<file path="src/rtl/switch_pkg.sv">
// Shared types and constants for the switch allocation stage.
// Provides the default switch radix, the inport/outport index types and the
// width of the optional per-outport stall counters.
package switch_pkg;
  localparam int NUM_INPORTS_DEF  = 5;
  localparam int NUM_OUTPORTS_DEF = 5;
  localparam int IN_W_DEF         = $clog2(NUM_INPORTS_DEF);
  localparam int OUT_W_DEF        = $clog2(NUM_OUTPORTS_DEF);
  localparam int STATS_W          = 16;

  typedef logic [IN_W_DEF-1:0]  inport_t;
  typedef logic [OUT_W_DEF-1:0] outport_t;
endpackage

</file>
<file path="src/rtl/rr_arbiter.sv">
// N-way round-robin priority pick.
// Scans i_req upward starting at i_ptr (wrapping N-1 -> 0) and returns the
// first set request.
//   i_req  : request vector
//   i_ptr  : highest-priority position (must be < N)
//   o_gnt  : one-hot grant (zero when no request)
//   o_idx  : index of the granted request (zero when no request)
//   o_any  : at least one request was granted
module rr_arbiter #(
  parameter int N = 5,
  parameter int W = $clog2(N)
) (
  input  logic [N-1:0] i_req,
  input  logic [W-1:0] i_ptr,
  output logic [N-1:0] o_gnt,
  output logic [W-1:0] o_idx,
  output logic         o_any
);
  int           c;
  logic [W-1:0] w_c;

  always_comb begin
    o_gnt = '0;
    o_idx = '0;
    o_any = 1'b0;
    c     = 0;
    w_c   = '0;
    for (int k = 0; k < N; k++) begin
      c = int'(i_ptr) + k;
      if (c >= N) c = c - N;
      w_c = W'(c);
      if (!o_any && i_req[w_c]) begin
        o_gnt[w_c] = 1'b1;
        o_idx      = w_c;
        o_any      = 1'b1;
      end
    end
  end
endmodule

</file>
<file path="src/rtl/switch_allocator.sv">
// Switch allocator: per-cycle crossbar arbitration with wormhole locking.
// Each outport grants at most one eligible inport per cycle, round-robin
// among unlocked requesters, and stays locked to the winning inport until
// that packet's tail flit is granted. Grants are combinational.
//   clk, n_rst   : clock, asynchronous active-low reset
//   req_valid    : inport has a flit ready
//   req_outport  : target outport per inport
//   req_tail     : flit is a tail (head+tail for single-flit packets)
//   req_ready    : downstream VC/buffer available for this flit
//   grant        : inport flit leaves its buffer this cycle
//   xbar_enable  : outport drives a flit this cycle
//   xbar_select  : inport routed to each outport (0 when idle)
//   stall_count  : per-outport stall counters, only with SWITCH_ALLOC_STATS_EN
// Optional feature macro: SWITCH_ALLOC_STATS_EN.
module switch_allocator
  import switch_pkg::*;
#(
  parameter int NUM_INPORTS  = NUM_INPORTS_DEF,
  parameter int NUM_OUTPORTS = NUM_OUTPORTS_DEF,
  parameter int OUT_W        = $clog2(NUM_OUTPORTS),
  parameter int IN_W         = $clog2(NUM_INPORTS)
) (
  input  logic                                   clk,
  input  logic                                   n_rst,
  input  logic [NUM_INPORTS-1:0]                 req_valid,
  input  logic [NUM_INPORTS-1:0][OUT_W-1:0]      req_outport,
  input  logic [NUM_INPORTS-1:0]                 req_tail,
  input  logic [NUM_INPORTS-1:0]                 req_ready,
  output logic [NUM_INPORTS-1:0]                 grant,
  output logic [NUM_OUTPORTS-1:0]                xbar_enable,
  output logic [NUM_OUTPORTS-1:0][IN_W-1:0]      xbar_select
`ifdef SWITCH_ALLOC_STATS_EN
  ,
  output logic [NUM_OUTPORTS-1:0][STATS_W-1:0]   stall_count
`endif
);
  logic [NUM_INPORTS-1:0]                    w_elig;
  logic [NUM_OUTPORTS-1:0][NUM_INPORTS-1:0]  w_req;
  logic [NUM_OUTPORTS-1:0][NUM_INPORTS-1:0]  w_gnt;

  // Out-of-range outports are compared one bit wider so a power-of-two
  // radix still works.
  always_comb begin
    w_elig = '0;
    w_req  = '0;
    for (int i = 0; i < NUM_INPORTS; i++) begin
      w_elig[i] = req_valid[i] && req_ready[i] &&
                  ({1'b0, req_outport[i]} < (OUT_W+1)'(NUM_OUTPORTS));
      for (int o = 0; o < NUM_OUTPORTS; o++)
        w_req[o][i] = w_elig[i] && (req_outport[i] == OUT_W'(o));
    end
  end

  // Each inport targets one outport, so OR-ing per-outport grants is safe.
  always_comb begin
    grant = '0;
    for (int o = 0; o < NUM_OUTPORTS; o++) grant = grant | w_gnt[o];
  end

  for (genvar o = 0; o < NUM_OUTPORTS; o++) begin : g_out
    logic                   r_lock;
    logic [IN_W-1:0]        r_owner;
    logic [IN_W-1:0]        r_ptr;
    logic [NUM_INPORTS-1:0] w_rr_gnt;
    logic [IN_W-1:0]        w_rr_idx;
    logic                   w_rr_any;
    logic [NUM_INPORTS-1:0] w_g;
    logic [IN_W-1:0]        w_sel;
    logic                   w_en;

    rr_arbiter #(.N(NUM_INPORTS), .W(IN_W)) u_arb (
      .i_req (w_req[o]),
      .i_ptr (r_ptr),
      .o_gnt (w_rr_gnt),
      .o_idx (w_rr_idx),
      .o_any (w_rr_any)
    );

    // While reset is asserted no flit may leave, even if requests are held.
    always_comb begin
      w_g   = '0;
      w_sel = '0;
      w_en  = 1'b0;
      if (n_rst) begin
        if (r_lock) begin
          if (w_req[o][r_owner]) begin
            w_g[r_owner] = 1'b1;
            w_sel        = r_owner;
            w_en         = 1'b1;
          end
        end else if (w_rr_any) begin
          w_g   = w_rr_gnt;
          w_sel = w_rr_idx;
          w_en  = 1'b1;
        end
      end
    end

    assign w_gnt[o]       = w_g;
    assign xbar_enable[o] = w_en;
    assign xbar_select[o] = w_sel;

    // Pointer moves only on tail grants so a packet's body never reshuffles
    // priority.
    always_ff @(posedge clk or negedge n_rst) begin
      if (!n_rst) begin
        r_lock  <= 1'b0;
        r_owner <= '0;
        r_ptr   <= '0;
      end else if (w_en) begin
        if (req_tail[w_sel]) begin
          r_lock <= 1'b0;
          r_ptr  <= (w_sel == IN_W'(NUM_INPORTS-1)) ? '0 : w_sel + 1'b1;
        end else begin
          r_lock  <= 1'b1;
          r_owner <= w_sel;
        end
      end
    end

`ifdef SWITCH_ALLOC_STATS_EN
    logic [STATS_W-1:0] r_stall;
    logic               w_stall;

    assign w_stall = |(w_req[o] & ~w_g);

    always_ff @(posedge clk or negedge n_rst) begin
      if (!n_rst)                            r_stall <= '0;
      else if (w_stall && (r_stall != '1))   r_stall <= r_stall + 1'b1;
    end

    assign stall_count[o] = r_stall;
`endif
  end
endmodule
</file>
<file path="config.mk">
export PLATFORM = sky130hd
export DESIGN_NAME = switch_allocator
export DESIGN_NICKNAME = d
export VERILOG_FILES = /design/src/rtl/switch_pkg.sv /design/src/rtl/rr_arbiter.sv /design/src/rtl/switch_allocator.sv
export SDC_FILE = /design/constraint.sdc
export NUM_CORES = 1
export LEC_CHECK = 0
export BUFFER_PORTS_ARGS = -buffer_cell sky130_fd_sc_hd__buf_2
export CORE_ASPECT_RATIO = 0.9
export CORE_MARGIN = 4
export CORE_UTILIZATION = 45
export CTS_CLUSTER_SIZE = 16
export DETAILED_ROUTE_END_ITERATION = 16
export GPL_TIMING_DRIVEN = 0
export PLACE_DENSITY_LB_ADDON = 0.2
export REMOVE_ABC_BUFFERS = 1
export SETUP_SLACK_MARGIN = 0.4
export SLEW_MARGIN = 20
export SYNTH_ARGS = -nofsm -noshare
export SYNTH_HDL_FRONTEND = slang
export SYNTH_SLANG_ARGS = --single-unit
</file>
<file path="constraint.sdc">
create_clock -name clk -period 7.26 [get_ports clk]
set_input_delay 1.089 -clock clk [delete_from_list [all_inputs] [get_ports clk]]
set_output_delay 1.089 -clock clk [all_outputs]
set_load 0.1 [all_outputs]
</file>
==> results.md <==
* Post-detailed-route DRC marker count at 0
* Clock transition at the registers of the reported paths at 0.06 ns
* Num CTS Buffers at 5
* Global placement routability congestion at 0.9715
* Clock latency at the later pin of the worst-skew pair at 0.30 ns
* Number of DRC violations after detailed-routing iteration 0 at 1,485
* Area Growth Syn to Fin at 4.986%
* Net count reported at finish at 1,471
* Number of distinct library cells after synthesis at 121
* TritonRoute pass-1 iters at 6
* Unrepaired setup endpoints after global routing: true
* Wire length reported by the detailed router at 35,910 um
* Req. time, crit path at 6.17 ns
* Number of synthesized register bits at 35
* Count of flip-flops with a built-in enable after synthesis at 0
* Antenna violations before repair at 0
* Post-Syn Area at 10,040 um2
* Wire length of the first global-routing pass at 55,510 um
* Start point of the worst min-delay path: g_out[3].r_owner[1]
* H-tree depth reported by CTS at 2
* Worst Path Max Fanout at 27
* Clock Sink Count at 35
* Ys flop type: sky130_fd_sc_hd__dfrtp_1
* Worst Setup Path Type: flop to output port
* R2R Path Start: g_out[2].r_ptr[0]
* CTS tree: done
* Final Max Slew Viols at 0
* Total number of placement rows at 51
* Hold depth at 2
* Starting density of the core at 0.4613
* Number of buffers added on ports at 56
* Register-to-Register Path Depth at 13
* Commonest cells after routing, fill and taps aside: sky130_fd_sc_hd__nand2_1, sky130_fd_sc_hd__nor2_1, sky130_fd_sc_hd__a21oi_1, sky130_fd_sc_hd__o21ai_0, sky130_fd_sc_hd__inv_1
* Horizontal die dimension at 165.4 um
* Grt ovf at 0
* Sequential cell area fraction in the yosys report at 0.08726
* Routed Antenna Nets at 0
* Number of maximum-capacitance violations at 0
* Worst reg2reg setup slack at 1.89 ns
* Capture instance of the worst register-to-register path: g_out[2].r_owner[0]
* Top-level port count at 57
* Setup TNS after final layout at 0 ns
* Final number of setup-violating endpoints at 0
* Share of cells above drive strength 1 at 0.1121
* Pin count of the biggest net entering global routing at 58
* Number of warnings printed during yosys synthesis at 0
* Worst Clk Skew at 0.009770 ns
* Critical Path Sink Type: output port
* Avg Cell Area, Syn at 7.242 um2
* Count of mapped cells out of synthesis at 1,386
* Die height at 149.7 um
* GRT Total Usage at 0.2811
* Via total after detailed routing at 11,350
* Result of the run: complete, no violations
* Number of vias per cell at 6.781
* Critical path data arrival time at 5.54 ns
* CP startpoint kind: flop
* Std-Cell Core Area at 21,760 um2
* Slew headroom at 0.3240
* Share of async-settable or async-resettable flops after synthesis at 1.000
* Via count of the first global-routing pass at 10,060
* Highest clock rate at 0.1509 GHz
* Slew of the pin with the lowest slew margin at 1.012 ns
* Diodes inserted at 0
* Buffer levels on the longest clock path at 2
* Class of the tightest hold or removal check: flop to flop
* Root cell of the clock tree: sky130_fd_sc_hd__clkbuf_16
* Full die area at 24,760 um2
* Share of the clock period used by the worst path after layout at 0.9127
* Routed wire length per instance at 21.45 um
* Half-perimeter wire length after detailed placement at 28,320 um
* Worst Hold Endpoint: g_out[3].r_owner[1]
* Most common library cell in the layout ignoring fill and taps: sky130_fd_sc_hd__nand2_1
* Time the final worst path needs with I/O delays and setup at 6.626 ns
* Number of post-CTS setup repair buffers at 0
* Number of hold-slack violations in the final timing report at 0
## cells in the mapped netlist (all sizes together) (19+ instances only)
library cell,count,share of area
inv,77,0.029
a211oi,21,0.018
buf,41,0.023
a21oi,93,0.050
nand2b,28,0.018
nor3,45,0.024
nor2b,19,0.013
a31oi,33,0.024
nand2,116,0.043
mux2,25,0.029
nor2,97,0.037
nand3,47,0.023
xnor2,25,0.023
dfrtp,35,0.087
nor4,20,0.015
o21ai,95,0.048
clkbuf,28,0.010
o31ai,20,0.018
and2,23,0.014
mux2i,50,0.050
ha,52,0.065
nand4,22,0.014
## routing by layer
metal / global-route usage / share of wire / wire [um]
met5: 0 / 0 / 0
met4: 0.06557 / 0.022 / 799
met3: 0.05343 / 0.10 / 3593
met2: 0.4147 / 0.42 / 15040
met1: 0.4210 / 0.46 / 16480
## worst max path at each step
stage / to / slack [ns] / cells after the start / start
final: grant[3] / 0.63 / 13 / g_out[2].r_ptr[0]
after global routing: grant[3] / 0.31 / 12 / g_out[2].r_ptr[0]
after CTS: grant[1] / 0.50 / 14 / g_out[0].r_ptr[0]
after detailed placement: grant[1] / 0.84 / 14 / g_out[0].r_ptr[0]
after global placement: grant[0] / 0.47 / 13 / g_out[0].r_ptr[0]
after floorplan: xbar_select[0] / 0.59 / 10 / g_out[0].r_ptr[0]
## metrics by stage
step | area (um2) | hold WS (ns) | utilization | worst slack [ns] | cells
6_report | 10540 | 0.6052 | 0.4843 | 0.6336 | 1674
3_5_place_dp | 10360 | 0.5889 | 0.4761 | 0.8448 | 1666
2_1_floorplan | 9702 | 0.5316 | - | 0.5897 | 1317
3_3_place_gp | 10350 | 0.5855 | 0.4755 | 0.4749 | 1664
4_1_cts | 10530 | 0.6010 | 0.4840 | 0.4996 | 1674
5_1_grt | 10540 | 0.6391 | 0.4843 | 0.3145 | 1674
## critical path, stage by stage (launching register included)
cell and delay [ns]:
sky130_fd_sc_hd__dfrtp_1 0.90, sky130_fd_sc_hd__inv_2 0.27, sky130_fd_sc_hd__ha_1 0.84, sky130_fd_sc_hd__nand2_1 0.21, sky130_fd_sc_hd__o21bai_1 0.23, sky130_fd_sc_hd__and3_1 0.20, sky130_fd_sc_hd__mux2_2 0.31, sky130_fd_sc_hd__o311ai_0 0.81
sky130_fd_sc_hd__nor2_1 0.17, sky130_fd_sc_hd__nand2_1 0.16, sky130_fd_sc_hd__o221ai_1 0.16, sky130_fd_sc_hd__o21ai_0 0.34, sky130_fd_sc_hd__a41oi_1 0.25, sky130_fd_sc_hd__buf_2 0.36
## final cells by class
cell class              instances  area (um2)
inverters                      77       289.0
clock inverters                 3       47.55
repair buffers                 58       292.8
fillers                      2217       11220
well taps                     291       364.1
clock buffers                   5       125.1
flip-flops and latches         35       878.3
multi-input cells            1205        8541
## registers in the layout, indices dropped and copies added, names as in the netlist
signal and flops:
g_out.r_ptr 15, g_out.r_owner 15, g_out.r_lock 5
## kinds of logic after synthesis
logic type | after synthesis | share of synthesized area
AO/OA/AOI/OAI | 501 | 0.3642
XOR/XNOR | 32 | 0.02942
adder cells (fa/ha/maj) | 57 | 0.07479
buffers and inverters | 146 | 0.06220
flip-flops | 35 | 0.08726
multiplexers | 77 | 0.08389
AND/OR/NAND/NOR | 538 | 0.2982
## repair_timing
action	CTS	global route
endpoints found under the hold margin	0	0
resized for setup	0	2
setup endpoints to repair	0	2
hold buffers	0	0
Power is not shown: default switching activity piles up to over one toggle a cycle in this logic, so the estimate is an artifact.
